<file path="config.mk">
export PLATFORM = sky130hd
export DESIGN_NAME = mem_rmw_bridge
export DESIGN_NICKNAME = d
export VERILOG_FILES = /design/src/rtl/mem_rmw_bridge.sv
export SDC_FILE = /design/constraint.sdc
export NUM_CORES = 1
export LEC_CHECK = 0
export CORE_ASPECT_RATIO = 1.2
export CORE_MARGIN = 10
export CORE_UTILIZATION = 43
export CTS_BUF_LIST = sky130_fd_sc_hd__clkbuf_8
export DETAILED_ROUTE_END_ITERATION = 8
export PLACE_DENSITY = 0.89
export SLEW_MARGIN = 30
export SYNTH_ARGS = -nofsm -noshare
export SYNTH_HDL_FRONTEND = slang
export SYNTH_SLANG_ARGS = --single-unit
</file>
<file path="constraint.sdc">
create_clock -name clk -period 4.08 [get_ports clk]
set_input_delay 0.816 -clock clk [delete_from_list [all_inputs] [get_ports clk]]
set_output_delay 0.816 -clock clk [all_outputs]
set_load 0.01 [all_outputs]
</file>
<file path="src/rtl/mem_rmw_bridge.sv">
// ---------------------------------------------------------------------------
// mem_rmw_bridge
//   Adapts a CPU byte/halfword/word access port to a word-only memory with a
//   combinational read and clocked write. Sub-word loads are lane-extracted
//   and sign/zero extended in the same cycle. Sub-word stores use a two-cycle
//   read-modify-write: read and merge in IDLE, write the merged word in RMW_WR.
//
//   Optional build macro: MEM_RMW_BRIDGE_ALIGN_CHECK_EN
//     defined   - misaligned halfword/word accesses are trapped into a sticky
//                 FAULT state (fault=1) and get no memory effect.
//     undefined - offending low address bits are masked, fault is tied to 0.
// ---------------------------------------------------------------------------
module mem_rmw_bridge #(
    parameter int ADDR_W = 32,
    parameter int DATA_W = 32
) (
    input  logic              clk,
    input  logic              reset,
    input  logic [ADDR_W-1:0] cpu_addr,
    input  logic [DATA_W-1:0] cpu_wdata,
    input  logic              cpu_read,
    input  logic              cpu_write,
    input  logic [1:0]        cpu_size,
    input  logic              cpu_unsigned,
    output logic [DATA_W-1:0] cpu_rdata,
    output logic              cpu_ready,
    output logic [ADDR_W-1:0] mem_addr,
    output logic [DATA_W-1:0] mem_wdata,
    output logic              mem_read,
    output logic              mem_write,
    input  logic [DATA_W-1:0] mem_rdata,
    output logic              fault
);

    typedef enum logic [1:0] {
        IDLE   = 2'd0,
        RMW_WR = 2'd1,
        FAULT  = 2'd2
    } state_t;

    state_t            state_q;
    state_t            state_d;
    logic [DATA_W-1:0] merged_q;
    logic [DATA_W-1:0] merged_next;
    logic              capture;

    logic              is_byte;
    logic              is_half;
    logic              is_word;
    logic              misaligned;
    logic [7:0]        load_byte;
    logic [15:0]       load_half;
    logic [DATA_W-1:0] load_data;

    // Size decode: 11 is treated the same as a word access.
    assign is_byte = (cpu_size == 2'b00);
    assign is_half = (cpu_size == 2'b01);
    assign is_word = cpu_size[1];

    // Memory is always addressed by word; the held cpu_addr keeps it valid in RMW_WR.
    assign mem_addr = {cpu_addr[ADDR_W-1:2], 2'b00};

`ifdef MEM_RMW_BRIDGE_ALIGN_CHECK_EN
    assign misaligned = (is_half && cpu_addr[0]) ||
                        (is_word && (cpu_addr[1:0] != 2'b00));
    assign fault      = (state_q == FAULT);
`else
    assign misaligned = 1'b0;
    assign fault      = 1'b0;
`endif

    // Lane extraction for loads and lane replacement for the RMW merge word.
    always_comb begin
        // NOTE: every signal driven here gets a value before any branch, so no latch is inferred.
        load_byte   = mem_rdata[7:0];
        load_half   = cpu_addr[1] ? mem_rdata[31:16] : mem_rdata[15:0];
        load_data   = mem_rdata;
        merged_next = mem_rdata;

        case (cpu_addr[1:0])
            2'd0:    load_byte = mem_rdata[7:0];
            2'd1:    load_byte = mem_rdata[15:8];
            2'd2:    load_byte = mem_rdata[23:16];
            default: load_byte = mem_rdata[31:24];
        endcase

        if (is_byte) begin
            load_data = cpu_unsigned ? {24'd0, load_byte}
                                     : {{24{load_byte[7]}}, load_byte};
            case (cpu_addr[1:0])
                2'd0:    merged_next[7:0]   = cpu_wdata[7:0];
                2'd1:    merged_next[15:8]  = cpu_wdata[7:0];
                2'd2:    merged_next[23:16] = cpu_wdata[7:0];
                default: merged_next[31:24] = cpu_wdata[7:0];
            endcase
        end else if (is_half) begin
            load_data = cpu_unsigned ? {16'd0, load_half}
                                     : {{16{load_half[15]}}, load_half};
            if (cpu_addr[1]) begin
                merged_next[31:16] = cpu_wdata[15:0];
            end else begin
                merged_next[15:0]  = cpu_wdata[15:0];
            end
        end
    end

    // Next-state and output decode for the access sequencer.
    always_comb begin
        state_d   = state_q;
        mem_read  = 1'b0;
        mem_write = 1'b0;
        mem_wdata = cpu_wdata;
        cpu_ready = 1'b0;
        cpu_rdata = '0;
        capture   = 1'b0;

        case (state_q)
            IDLE: begin
                if (cpu_write) begin
                    // A store wins over a simultaneous load; cpu_rdata stays 0.
                    if (misaligned) begin
                        cpu_ready = 1'b1;
                        state_d   = FAULT;
                    end else if (is_word) begin
                        mem_write = 1'b1;
                        cpu_ready = 1'b1;
                    end else begin
                        mem_read  = 1'b1;
                        capture   = 1'b1;
                        state_d   = RMW_WR;
                    end
                end else if (cpu_read) begin
                    if (misaligned) begin
                        cpu_ready = 1'b1;
                        state_d   = FAULT;
                    end else begin
                        mem_read  = 1'b1;
                        cpu_ready = 1'b1;
                        cpu_rdata = load_data;
                    end
                end
            end
            RMW_WR: begin
                mem_write = 1'b1;
                mem_wdata = merged_q;
                cpu_ready = 1'b1;
                state_d   = IDLE;
            end
            FAULT: begin
                // Trapped: acknowledge every request without touching memory.
                cpu_ready = cpu_read | cpu_write;
            end
            default: begin
                state_d = IDLE;
            end
        endcase
    end

    // State register and merge buffer capture.
    always_ff @(posedge clk or posedge reset) begin
        if (reset) begin
            state_q  <= IDLE;
            // NOTE: the merge buffer is reset so mem_wdata never carries X after reset.
            merged_q <= '0;
        end else begin
            // NOTE: non-blocking assignments keep all registers updating from pre-edge values.
            state_q <= state_d;
            if (capture) begin
                merged_q <= merged_next;
            end
        end
    end

endmodule
</file>
==> impl_metrics.ini, run 1 <==
[sta]
min_period_ns = 3.974
timing.fmax_ghz = 0.2516
setup_viol = 0
rsz0062_at_grt = no
fin_skew_ns = 0.005104
setup-tns-final_ns = 0
tightest_slew_ns = 0.7960
report.final.hold_viol_count = 0
fin_crit_sh = 0.9740
drv_slew = 0
slew_headroom = 0.4652
holdWs_ns = 0.4939
timing.final.ws_setup_ns = 0.1059

[cts]
clk_pin_slew_ns = 0.07
ctsResizeCount = 0
cts_tree = done
clockBufferDepth = 2
cts_buffers = 5
cts_setup_buffers = 0
h-tree-depth = 2
worstSkewPairLatency_ns = 0.29
clkSinkCount = 33
ctsHoldBuffers = 0
cts_root_buf = clkbuf_8

[synth]
yosys.area.top_type_share = 0.2355
synthAdderAreaFrac = 0
yosysSeqAreaShare = 0.2355
yosys.area_share.xor_xnor = 0
ys_warn_count = 0
synth-simple-area-share = 0.1438
synthesis.area_sq_um = 3506
synth_compound_area_frac = 0.2752
synth_area_leaders = dfrtp_1 24%, mux2_2 14%, buf_4 7.7%
synthCells = 416
ys_ff_latch = 33
avgSynthCellArea_sq_um = 8.428
yosysTopAreaCell = dfrtp_1
synth_top_family_by_area = compound AO/OA/AOI/OAI gates
ys_types = 40
synthMuxAreaShare = 0.1995

[flow_run]
drv_cap = 0

[drt]
drtPass1Iterations = 6
routed_via_density = 6.151
ant_nets = 0
wl_um = 13630
drtIter0Drc = 324
via_count = 3789
drc = 0
wl_per_cell_um = 22.13

[setup_path]
critPathKind = input port to primary output
worstSetupEndpointType = primary output
crit_arrival_ns = 3.16
start_kind = input port
cp-startpoint = cpu_addr[1]
r2r-end = merged_q[27]$_DFFE_PP0P_
crit_required_ns = 3.26
r2r_cells = 6
path_max_fanout = 9
rrSetupSlack_ns = 1.67
critical_path.endpoint = cpu_rdata[4]
r2r_start = state_q[0]$_DFFE_PP0P_

[final_layout]
n_antenna_cell = 0
layout.cells.non_filler = 616
drive_above_1_share = 0.1804
syn2layout_area_growth_pct = 39.86
final_nets = 624

[power_and_ir_drop]
power_density_nw_per_um2 = 244.5
power_leakage_nw = 1.963
ir_worst_vdd_v = 0.0001559
total_power_mw = 1.199

[grt]
top_usage_layer = met2
met3_usage = 0.05899
use_met1 = 0.2542
use_met2 = 0.3684
overflow = 0
grt_pass1_wl_um = 21330
antenna_found_initial = 0
grt_pass1_vias = 3936
grt_max_degree = 46
grtUsageTotal = 0.2164

[floorplan]
die_width_um = 102.4
core-area_sq_um = 8018
dieArea_sq_um = 12180
ioPinCount = 203
die_height_um = 118.9
rows = 36
start_util = 0.4373

[place]
gp_congestion = 0.9101
place_ws_ns = 0.03502
hpwl_um = 10570
port_buffers = 139
dp_cells = 609

[min_path]
hp-class = flip-flop to flip-flop

[status]
outcome = finished, final reports clean
## cell type report
type | instances | area (sq um)
clock inverters | 1 | 3.754
flip-flops and latches | 33 | 825.8
well taps | 95 | 118.9
multi-input cells | 294 | 2196
repair buffers | 167 | 1602
clock buffers | 6 | 82.58
inverters | 20 | 75.07
fillers | 709 | 3114
## critical path, cell delays in order
cell,delay [ns]
clkdlybuf4s50_1,0.57
nand2b_1,0.30
buf_4,0.19
o22ai_1,0.07
a2111oi_1,0.56
clkdlybuf4s50_1,0.64
## power by group
| group | internal, mW | switching [mW] | total, mW |
|---|---|---|---|
| registers | 0.383 | 0.0299 | 0.413 |
| clock network | 0.132 | 0.125 | 0.257 |
| logic | 0.281 | 0.248 | 0.529 |
## cells in the final DEF (no fill, tap or decap), types with 2 or more instances in the layout
cell type        netlist  layout
o221ai_1              20      20
dfrtp_1               33      33
o21ai_1               20      20
mux2_2                44      44
clkbuf_8               0       6
nand2b_1               6       6
nand2_1               34      34
a222oi_1              12      12
nor2_1                31      30
a2111oi_1              7       6
conb_1                 1       3
and3_1                10      10
o21bai_1               8       8
o22ai_1                8       8
inv_2                  2       2
a211oi_1              15      15
mux4_2                 7       7
o311a_1                8       8
mux2i_1                2       2
clkdlybuf4s50_1        0     139
buf_4                 36      28
a21o_1                 2       2
nor2b_1               14      14
inv_1                 18      19
a21oi_1               29      29
## sequential cells by signal (all words and copies together), names as in the netlist
| name | count |
|---|---|
| merged_q | 32 |
| state_q | 1 |
## metal layers
layer | up-vias | wire, um
met3 | 36 | 1428
met5 | - | 0
met2 | 227 | 6828
met1 | 1795 | 5080
met4 | 0 | 293
li1 | 1731 | -
## cell usage after synthesis, drive strengths merged
library cell   n
dfrtp         33
or3            1
a21oi         29
mux2i          2
buf           46
a221oi         1
nand3b         1
and2           2
a211oi        15
a2111oi        7
or2            1
nand2b         6
o311a          8
nand3          1
conb           1
mux4           7
nand2         35
a21o           2
and3          10
nor2          32
o22ai          8
a221o          1
o21bai         8
inv           20
nor2b         14
or3b           1
a222oi        12
clkbuf        25
mux2          46
o221ai        20
nor3           1
o21ai         20
## through the flow
stage	util	cell area [sq um]
2_1_floorplan	-	3513
3_3_place_gp	0.5988	4801
3_5_place_dp	0.5988	4801
4_1_cts	0.6096	4887
5_1_grt	0.6116	4903
6_report	0.6116	4903
## logic make-up (layout without fill, tap and decap cells)
logic type / count (synthesis) / in the layout
and+or+nand+nor: 105 / 105
buffers and inverters: 91 / 194
muxes: 55 / 55
DFF: 33 / 33
AOI/OAI and AO/OA: 131 / 131
other: 1 / 3
## worst min path at each step
| stage | slack (ns) | start | endpoint | cells after the start |
|---|---|---|---|---|
| CTS | 0.50 | merged_q[2]$_DFFE_PP0P_ | merged_q[2]$_DFFE_PP0P_ | 2 |
| floorplan | 0.45 | merged_q[12]$_DFFE_PP0P_ | merged_q[12]$_DFFE_PP0P_ | 2 |
| global placement | 0.47 | merged_q[24]$_DFFE_PP0P_ | merged_q[24]$_DFFE_PP0P_ | 2 |
| detailed placement | 0.48 | merged_q[1]$_DFFE_PP0P_ | merged_q[1]$_DFFE_PP0P_ | 2 |
| finish | 0.49 | merged_q[2]$_DFFE_PP0P_ | merged_q[2]$_DFFE_PP0P_ | 2 |
| global route | 0.52 | merged_q[12]$_DFFE_PP0P_ | merged_q[12]$_DFFE_PP0P_ | 2 |
(Power assumes the default switching activity.)
==> run 2: changes to the inputs <==
--- a/config.mk
+++ b/config.mk
@@ -5,6 +5,7 @@
 export SDC_FILE = /design/constraint.sdc
 export NUM_CORES = 1
 export LEC_CHECK = 0
+export CAP_MARGIN = 15
 export CORE_ASPECT_RATIO = 1.2
 export CORE_MARGIN = 10
 export CORE_UTILIZATION = 43
==> results of run 2 <==
The final DEF is identical to that of run 1; final timing and power are the same.
==> run 3: changes to the inputs <==
--- a/config.mk
+++ b/config.mk
@@ -6,7 +6,7 @@
 export NUM_CORES = 1
 export LEC_CHECK = 0
 export CAP_MARGIN = 15
-export CORE_ASPECT_RATIO = 1.2
+export CORE_ASPECT_RATIO = 1.4
 export CORE_MARGIN = 10
 export CORE_UTILIZATION = 43
 export CTS_BUF_LIST = sky130_fd_sc_hd__clkbuf_8
==> run 3 against run 2 <==
Against the previous run: global-route usage is 1.1 points higher; sequential power about the same; clock skew up 0.00051 ns; die area grew 0.31%; critical path depth unchanged; clock power rose by 29%; via count up 1.5%; largest power group unchanged; setup slack worse by 0.036 ns; count of clock-buffer cells in the layout did not move.
==> impl_metrics.ini, run 3 (synthesis gave the netlist of run 1 again) <==
[grt]
antenna_found_initial = 0
grt_pass1_wl_um = 21970
grt_max_degree = 46
grt_pass1_vias = 3972
overflow = 0
grtUsageTotal = 0.2272

[final_layout]
final_nets = 623
syn2layout_area_growth_pct = 40.29
n_antenna_cell = 0
top_register = merged_q
layout.cells.most_common = clkdlybuf4s50_1
reg_top3 = merged_q x32, state_q x1
largest_register_ffs = 32
layout_common_cells = 139 x clkdlybuf4s50_1, 44 x mux2_2, 34 x nand2_1
drive_above_1_share = 0.1785

[setup_path]
worstSetupEndpointType = primary output
cp-startpoint = cpu_addr[0]
path_max_fanout = 14
crit_required_ns = 3.26
crit_arrival_ns = 3.19
critPathKind = input port to primary output
start_kind = input port
r2r_start = state_q[0]$_DFFE_PP0P_

[cts]
worstSkewPairLatency_ns = 0.29
clk_pin_slew_ns = 0.07
cts_buffers = 5
cts_root_buf = clkbuf_8
clockBufferDepth = 2
cts_tree = done
h-tree-depth = 2
cts_setup_buffers = 0
clkSinkCount = 33

[drt]
drtPass1Iterations = 9
drtIter0Drc = 355
wl_um = 14310
drc = 0
ant_nets = 0
via_count = 3847
routed_via_density = 6.195
wl_per_cell_um = 23.04

[sta]
holdWs_ns = 0.4856
slew_headroom = 0.4201
setup-tns-final_ns = 0
tightest_slew_ns = 0.8632
setup_viol = 0
rsz0062_at_grt = no
drv_slew = 0
fin_skew_ns = 0.005614
min_period_ns = 4.010
fin_crit_sh = 0.9828
timing.fmax_ghz = 0.2494
report.final.hold_viol_count = 0

[status]
outcome = finished, final reports clean

[floorplan]
start_util = 0.4469
die_width_um = 96.32
dieArea_sq_um = 12220
rows = 38
core-area_sq_um = 7845
die_height_um = 126.8
ioPinCount = 203

[flow_run]
drv_cap = 0

[place]
gp_congestion = 0.8790
hpwl_um = 11220
port_buffers = 139

[power_and_ir_drop]
power_density_nw_per_um2 = 259.7
ir_worst_vdd_v = 0.0001322
power_leakage_nw = 1.965

[min_path]
hp-class = flip-flop to flip-flop
min_from = merged_q[14]$_DFFE_PP0P_
## run 3: timing repair
item,4_1_cts,5_1_grt
endpoints found under the setup margin,0,5
hold buffers,0,0
gates resized for setup,0,1
endpoints found under the hold margin,0,0
## run 3: stage by stage
step / cells / utilization / cell area, sq um / power, mW / setup WS [ns]
2_1_floorplan: 418 / - / 3513 / 0.7067 / 1.233
4_1_cts: 621 / 0.6266 / 4916 / 1.274 / 0.1285
3_5_place_dp: 613 / 0.6118 / 4800 / 0.9490 / 0.1294
6_report: 621 / 0.6270 / 4918 / 1.277 / 0.07003
3_3_place_gp: 613 / 0.6118 / 4800 / 0.9384 / 0.1208
5_1_grt: 621 / 0.6270 / 4918 / 1.342 / 0.03898
## run 3: critical path, stage by stage
cell and delay, ns:
clkdlybuf4s50_1 0.53, buf_4 0.26, mux4_2 0.34, nor2_1 0.04, a2111oi_1 0.52, clkdlybuf4s50_1 0.68
## run 3: final timing paths
kind	end	slack, ns	cells past startpoint
max in group asynchronous	merged_q[17]$_DFFE_PP0P_	2.84	3
worst max-delay path	cpu_rdata[3]	0.07	6
min in group asynchronous	merged_q[3]$_DFFE_PP0P_	0.93	3
worst min-delay path	merged_q[14]$_DFFE_PP0P_	0.49	2
worst max register to register	merged_q[27]$_DFFE_PP0P_	1.67	6
worst min register to register	merged_q[14]$_DFFE_PP0P_	0.49	2
## run 3: per-layer routing
metal  share of wire  vias to the layer above  wire length (um)  GRT usage
met3            0.11                       72              1574    0.04900
met1            0.35                     1814              4994     0.2677
met4           0.046                        0               665     0.1166
met5               0                        -                 0          0
met2            0.49                      241              7072     0.3732
li1                -                     1720                 -          -
## run 3: report_power, final
part / leakage [nW] / total [mW] / internal, mW / switching (mW)
sequential: 0.390 / 0.415 / 0.383 / 0.0318
clock: 0.0626 / 0.332 / 0.197 / 0.135
combinational: 1.51 / 0.531 / 0.280 / 0.251
## run 3: area by class of cell
cell class	count	area, sq um
tap	100	125.1
inverter	20	75.07
clock inverter	2	33.78
fill	729	2927
multi-input combinational	294	2182
timing repair buffer	166	1594
clock buffer	6	82.58
sequential	33	825.8
